[src/rtl/ins_cache_assoc.sv]
// ins_cache_assoc: blocking set-associative instruction cache with round-robin replacement, flush and fetch cancel
module ins_cache_assoc #(
  parameter int ADDR_WIDTH  = 32,
  parameter int BLOCK_WIDTH = 2,
  parameter int SET_WIDTH   = 4,
  parameter int WAY_WIDTH   = 1
) (
  input  logic                          Sys_clk,
  input  logic                          Sys_rst,
  input  logic                          Sys_rdy,
  input  logic                          IFIC_en,
  input  logic [ADDR_WIDTH-1:0]         IFIC_addr,
  input  logic                          IF_clear,
  input  logic                          IC_flush,
  output logic                          ICIF_en,
  output logic [31:0]                   ICIF_data,
  output logic                          ICMC_en,
  output logic [ADDR_WIDTH-1:0]         ICMC_addr,
  input  logic                          MCIC_en,
  input  logic [32*(1<<BLOCK_WIDTH)-1:0] MCIC_block
);
  localparam int SETS = 1 << SET_WIDTH;
  localparam int WAYS = 1 << WAY_WIDTH;
  localparam int LW   = BLOCK_WIDTH + 2;
  localparam int TW   = ADDR_WIDTH - SET_WIDTH - LW;
  localparam logic [ADDR_WIDTH-1:0] ALIGN = {{(ADDR_WIDTH-LW){1'b1}}, {LW{1'b0}}};

  typedef enum logic {IDLE, MISS} state_t;
  state_t state, state_n;

  logic [WAYS-1:0]            valid  [SETS];
  logic [TW-1:0]              tags   [SETS][WAYS];
  logic [32*(1<<BLOCK_WIDTH)-1:0] blocks [SETS][WAYS];
  logic [WAY_WIDTH-1:0]       rr     [SETS];

  logic [BLOCK_WIDTH-1:0] off_q;
  logic [SET_WIDTH-1:0]   idx_q;
  logic [TW-1:0]          tag_q;
  logic [WAY_WIDTH-1:0]   vic_q;
  logic                   cancel;

  logic [BLOCK_WIDTH-1:0] off;
  logic [SET_WIDTH-1:0]   idx;
  logic [TW-1:0]          tag;
  logic                   hit_any, lookup, hit, miss, fill;
  logic [WAY_WIDTH-1:0]   hit_way;
  logic                   icif_en_n, icmc_en_n;
  logic [31:0]            icif_data_n;
  logic [ADDR_WIDTH-1:0]  icmc_addr_n;

  assign off = IFIC_addr[LW-1:2];
  assign idx = IFIC_addr[SET_WIDTH+LW-1:LW];
  assign tag = IFIC_addr[ADDR_WIDTH-1:SET_WIDTH+LW];

  // Tag compare across all ways of the addressed set
  always_comb begin
    hit_any = 1'b0;
    hit_way = '0;
    for (int w = 0; w < WAYS; w++)
      if (valid[idx][w] && tags[idx][w] == tag) begin
        hit_any = 1'b1;
        hit_way = WAY_WIDTH'(w);
      end
  end

  // A flush in the lookup cycle forces a miss; a clear drops the lookup entirely
  assign lookup = Sys_rdy && state == IDLE && IFIC_en && !IF_clear;
  assign hit    = lookup && hit_any && !IC_flush;
  assign miss   = lookup && !hit;
  assign fill   = Sys_rdy && state == MISS && MCIC_en;

  // State register
  always_ff @(posedge Sys_clk or negedge Sys_rst)
    if (!Sys_rst) state <= IDLE;
    else state <= state_n;

  // Next-state logic
  always_comb state_n = miss ? MISS : fill ? IDLE : state;

  // Next values of the registered outputs
  always_comb begin
    icif_en_n   = Sys_rdy ? (hit || (fill && !cancel && !IF_clear)) : ICIF_en;
    icif_data_n = hit ? blocks[idx][hit_way][32*off +: 32] : fill ? MCIC_block[32*off_q +: 32] : ICIF_data;
    icmc_en_n   = miss ? 1'b1 : fill ? 1'b0 : ICMC_en;
    icmc_addr_n = miss ? (IFIC_addr & ALIGN) : ICMC_addr;
  end

  // Output registers, miss context, cancel flag, valid bits and replacement pointers
  always_ff @(posedge Sys_clk or negedge Sys_rst)
    if (!Sys_rst) begin
      ICIF_en   <= 1'b0;
      ICIF_data <= '0;
      ICMC_en   <= 1'b0;
      ICMC_addr <= '0;
      cancel    <= 1'b0;
      off_q     <= '0;
      idx_q     <= '0;
      tag_q     <= '0;
      vic_q     <= '0;
      for (int s = 0; s < SETS; s++) begin
        valid[s] <= '0;
        rr[s]    <= '0;
      end
    end else begin
      ICIF_en   <= icif_en_n;
      ICIF_data <= icif_data_n;
      ICMC_en   <= icmc_en_n;
      ICMC_addr <= icmc_addr_n;
      if (miss) begin
        off_q <= off;
        idx_q <= idx;
        tag_q <= tag;
        vic_q <= rr[idx];
      end
      if (fill) cancel <= 1'b0;
      else if (Sys_rdy && state == MISS && IF_clear) cancel <= 1'b1;
      if (Sys_rdy && IC_flush)
        for (int s = 0; s < SETS; s++) valid[s] <= '0;
      if (fill) begin
        valid[idx_q][vic_q] <= 1'b1;
        rr[idx_q]           <= rr[idx_q] + 1'b1;
      end
    end

  // Line payload and tag storage need no reset; valid bits gate their use
  always_ff @(posedge Sys_clk)
    if (fill) begin
      blocks[idx_q][vic_q] <= MCIC_block;
      tags[idx_q][vic_q]   <= tag_q;
    end
endmodule
[config.mk]
export PLATFORM = sky130hd
export DESIGN_NAME = ins_cache_assoc
export DESIGN_NICKNAME = d
export VERILOG_FILES = /design/src/rtl/ins_cache_assoc.sv
export SDC_FILE = /design/constraint.sdc
export NUM_CORES = 2
export LEC_CHECK = 0
export ABC_CLOCK_PERIOD_IN_PS = 21900
export BUFFER_PORTS_ARGS = -buffer_cell sky130_fd_sc_hd__buf_2
export CORE_ASPECT_RATIO = 0.75
export CORE_MARGIN = 2
export CORE_UTILIZATION = 55
export DETAILED_ROUTE_END_ITERATION = 8
export HOLD_SLACK_MARGIN = 0.03
export PLACE_DENSITY = 0.71
export RECOVER_POWER = 100
export SYNTH_ARGS = -nofsm -noshare
export SYNTH_HDL_FRONTEND = slang
export SYNTH_MEMORY_MAX_BITS = 65536
export SYNTH_SLANG_ARGS = --single-unit
[constraint.sdc]
create_clock -name Sys_clk -period 21.9 [get_ports Sys_clk]
set_input_delay 3.285 -clock Sys_clk [delete_from_list [all_inputs] [get_ports Sys_clk]]
set_output_delay 3.285 -clock Sys_clk [all_outputs]
set_load 0.1 [all_outputs]
# Word-level counts from Yosys, hierarchy flattened

Memories as Yosys holds them, arrays and structs flattened.
Cells that the tools add are included.

Input bits: 167
Flip-flop bits (word level): 142
Output and inout bits: 66
Memories: 2
Memory bits (writable): 4864

Bitwise logic cells: 6
Add/sub/neg operators: 1
Shift operators: 2
$lt $le $gt $ge: 8
Eq/ne operators: 2
Mux-type cells: 37
Reduce and logical (&&, ||, !) cells: 25

Memory list:

| memory | depth | bits a word | read ports | clocked after Yosys merged registers in | write ports | line | RTL |
|---|---|---|---|---|---|---|---|
| blocks | 16    | 256         | 1          | 0                                       | 1           | 33   | `logic [32*(1<<BLOCK_WIDTH)-1:0] blocks [SETS][WAYS];` |
| tags   | 16    | 48          | 1          | 0                                       | 1           | 32   | `logic [TW-1:0] tags [SETS][WAYS];` |

Operators by type and width:

| operator             | count |
|---|---|
| $mux W128            | 4 |
| $mux W256            | 1 |
| $shiftx A128 B8 Y32  | 2 |
| $demux W128 S1       | 1 |
| $mux W32             | 4 |
| $eq A24 B24 Y1       | 2 |
| $mux W48             | 1 |
| $or A32 B32 Y32      | 1 |
| $demux W24 S1        | 1 |
| $mux W24             | 1 |
| $logic_and A1 B1 Y1  | 17 |
| $bwmux W16           | 1 |
| $mux W1              | 14 |
| $ge A5 B5 Y1 const B | 2 |
| $not A4 Y5           | 2 |
| $bmux W1 S4          | 2 |
| $bmux W2 S4          | 1 |
| $demux W2 S4         | 1 |
| $mux W2              | 3 |
| $reduce_bool A2 Y1   | 3 |
| $lt A5 B1 Y1 const B | 1 |
| $demux W1 S4         | 1 |
| $ge A2 B2 Y1 const B | 2 |
| $logic_not A1 Y1     | 4 |
| other kinds (8)      | 9 |

# Logic depth before layout (Yosys ltp)

Word-level depth: 12
Mapped depth: 17

# Worst setup path after synthesis

Ideal clock, no wire load.

Kind: input -> register
Start point: input MCIC_en
End point: memory blocks[2][128] (netlist bit) (enable)
Required time: 20.861 ns
Cell stages on the path: 6
Path slack: 2.280 ns
Data arrival time: 18.581 ns
Path through: and3_1 clkbuf_1 nand2_1 or2_2 clkbuf_1 nor4_1

Cells in the longest elaborated chain, start to end: 3

RTL lines:

| item                            | line | RTL |
|---|---|---|
| start: declaration              | 19   | `input logic MCIC_en,` |
| $logic_and A1 B1 Y1             | 70   | `assign fill = Sys_rdy && state == MISS && MCIC_en;` |
| $mux W1                         | 127  | `if (fill) begin` |
| $mux W256 (implied by the code) | 128  | `blocks[idx_q][vic_q] <= MCIC_block;` |
| end: declaration                | 33   |  |

No other way between the ends.

# Worst setup path after layout

Start point: input Sys_rdy
End point: memory blocks[2][137] (netlist bit) (enable)

Cells in the longest elaborated chain, start to end: 4

RTL lines:

| item                              | line | RTL |
|---|---|---|
| start: declaration                | 10   | `input logic Sys_rdy,` |
| $logic_and A1 B1 Y1 (2 in series) | 70   |  |
| $mux W1                           | 127  |  |
| $mux W256 (implied by the code)   | 128  |  |

No other way between the ends.

==> results.sh <==
export IMPL_root_buffer="clkbuf_16"
export IMPL_synth_most_common_cell="edfxtp_1"
export IMPL_post_route_util_pct=61.14
export IMPL_postCtsSetupBuffers=0
export IMPL_required_ns=22.36
export IMPL_setup_viol=0
export IMPL_final_max_slew_violation_count=5346
export IMPL_drive_gt1_share_pct=27.28
export IMPL_drt_vias_per_instance=6.824
export IMPL_startpoint="Sys_rdy"
export IMPL_grt_max_degree=138
export IMPL_hpwlAfterDp_um=253900
export IMPL_routed_wl_um=495400
export IMPL_coreArea_mm2=0.3458
export IMPL_row_count=187
export IMPL_finalHoldViolCount=0
export IMPL_layout_area_overhead_vs_synth_pct=10.76
export IMPL_min_path_type="register to register"
export IMPL_finClkSkew_ns=0.09300
export IMPL_postRouteAntennaNets=0
export IMPL_reg2reg_from="ICMC_en$_DFFE_PN0P_"
export IMPL_setup_tns_ns=0
export IMPL_power_mw=20.90
export IMPL_post_drt_wl_per_cell_um=37.31
export IMPL_max_slew_worst_pin_slew_ns=10.72
export IMPL_ir_worst_vdd_uv=79.33
export IMPL_netlist_instances=7790
export IMPL_synthTopCellsByArea="edfxtp_1, mux4_2, dfrtp_1, mux2i_1, o22ai_1"
export IMPL_placed_cell_area_mm2=0.1979
export IMPL_post_route_period_util_pct=72.84
export IMPL_path_clk_slew_ns=0.06
export IMPL_die_w_um=684.3
export IMPL_cts_sinks=4978
export IMPL_nets=8410
export IMPL_async_flop_share_pct=2.290
export IMPL_synth_edf_count=4864
export IMPL_crit_top_cell="clkbuf_1"
export IMPL_period_needed_ns=15.95
export IMPL_start_util_pct=55.20
export IMPL_clk_latency_ns=1.01
export IMPL_ys_ff_latch=4978
export IMPL_post_cts_resized=0
export IMPL_drt_iter0_drc=13410
export IMPL_grt_use_total_pct=28.18
export IMPL_ys_warnings_count=0
export IMPL_synth_cell_types=64
export IMPL_cp_max_fo=97
export IMPL_synth_ff_type="edfxtp_1"
export IMPL_syn_area_mm2=0.1909
export IMPL_cts_tree="yes"
export IMPL_grt_overflow=0
export IMPL_placed_cells=12430
export IMPL_drc=0
export IMPL_antenna_found_initial=74
export IMPL_rsz0062_at_grt="no"
export IMPL_final_cells=13280
export IMPL_crit_arrival_ns=16.41
export IMPL_outcome="complete, but fails checks"
export IMPL_violations="capacitance limit, slew limit"
export IMPL_path_cells="clkbuf_1 -> and3_1 -> nand2_1 -> or2_0 -> nor4_1 -> clkbuf_1 -> clkbuf_1"
export IMPL_grt_pass1_vias=90080
export IMPL_synth_common_cells="edfxtp_1, mux4_2, clkbuf_1"
export IMPL_slew_headroom_pct=-614.7
export IMPL_hp_start="valid[25]$_DFF_PN0_"
export IMPL_drv_cap=157
export IMPL_htreeDepth=5
export IMPL_cts_buffers=446
export IMPL_ctsHoldBuffers=0
export IMPL_leakage_nw=65.53
export IMPL_powerDensity_mw_per_mm2=98.85
export IMPL_max_freq_mhz=62.69
export IMPL_die_height_um=514.2
export IMPL_endpoint_kind="register"
export IMPL_yosys_area_top_type="edfxtp_1"
export IMPL_firstDrtPassIters=8
export IMPL_cpPeakStageDelay_ns=6.75
export IMPL_io_pins=233
export IMPL_dieArea_mm2=0.3519
export IMPL_gp_congestion=0.7811
export IMPL_cp_start_kind="primary input"
export IMPL_cp_slowest_cell="clkbuf_1"
export IMPL_worstSetupPathType="primary input to register"
export IMPL_via_count=90600
export IMPL_clockBufferDepth=4
export IMPL_portBuffers=226
export IMPL_yosys_area_top_type_share_pct=76.51
export IMPL_syn_area_per_cell_um2=24.51
export IMPL_synth_seq_area_share_pct=78.01
export IMPL_grt_first_pass_wirelength_um=695900
export IMPL_layout_filler_cells=23070
export IMPL_fin_area_mm2=0.2114
[routing by layer]
| metal | vias to the layer above | share of wire [%] | track usage (%) |
|---|---|---|---|
| met5 | - | 0.045 | 0 |
| met4 | 36 | 3.5 | 8.837 |
| met3 | 888 | 11 | 5.624 |
| met2 | 5944 | 48 | 44.42 |
| met1 | 49080 | 37 | 40.56 |
| li1 | 34650 | - | - |
[path summary, 6_finish.rpt]
check / to / slack, ns / cells after the start
min: valid[25]$_DFF_PN0_ / 0.47 / 1
max in group asynchronous: off_q[1]$_DFFE_PN0P_ / 12.63 / 2
max reg2reg: blocks[2][137]$_DFFE_PP_ / 8.40 / 6
min in group asynchronous: ICIF_data[21]$_DFFE_PN0P_ / 3.46 / 1
min reg2reg: valid[25]$_DFF_PN0_ / 0.47 / 1
max: blocks[2][137]$_DFFE_PP_ / 5.95 / 7
[state kept, by name, indices dropped and copies added (netlist names)]
name,flops
ICIF_data,32
ICIF_en,1
ICMC_addr,1
ICMC_en,1
blocks,4096
cancel,1
idx_q,3
off_q,2
rr,16
tag_q,24
tags,768
valid,32
vic_q,1
[area by class of cell]
class                   instances  area, um2  area share (%)
diodes                         30      75.07         0.03551
multi-input cells            2378      39840           18.84
repair buffers                434       2202           1.042
clock inverters               272       2753           1.302
well taps                    4630       5793           2.740
flip-flops and latches       4978     148900           70.43
inverters                       5      18.77        0.008876
clock buffers                 550      11830           5.595
[logic make-up after synthesis]
family / count (synthesis) / share of synthesized area, %
flip-flops: 4978 / 78.01
multiplexers: 1652 / 18.72
buffers and inverters: 437 / 1.104
AND/OR/NAND/NOR: 373 / 0.9287
AO/OA/AOI/OAI: 298 / 1.008
XOR/XNOR: 51 / 0.2340
other: 1 / 0.001964
[cells in the final DEF (no fill, tap or decap), drive strengths merged, types with 6 or more instances in the layout]
cell and n:
nand2b 9, diode 30, xor2 21, xnor2 30, buf 124, or3 6
a22o 8, nor2 71, dfrtp 114, nand4 8, bufinv 51, and3 14
nand3 8, a21oi 36, inv 9, mux4 1520, and2 9, mux2 54
a22oi 10, nor2b 14, o21ai 47, nor3 49, clkbuf 860, a21o 37
nand2 169, mux2i 78, edfxtp 4864, clkinvlp 18, o22ai 122, clkinv 199
[critical path, delay by kind of cell]
family,cells,cell delay [ns]
buffers and inverters,3,10.16
AND/OR/NAND/NOR,4,2.65
[where the power goes]
part	leakage (nW)	total, mW	internal, mW	switching (mW)
combinational	13.2	1.78	0.531	1.25
clock	7.12	7.88	4.44	3.45
sequential	45.2	11.2	10.9	0.320
total	65.5	20.9	15.9	5.01
[through the flow]
step	worst slack (ns)	hold WS, ns
4_1_cts	11.67	0.4740
3_5_place_dp	10.67	0.4603
5_1_grt	5.986	0.4887
3_3_place_gp	10.66	0.4533
6_report	5.948	0.4716
2_1_floorplan	2.280	0.4444
Note: power is estimated with default switching activity, not from simulation.
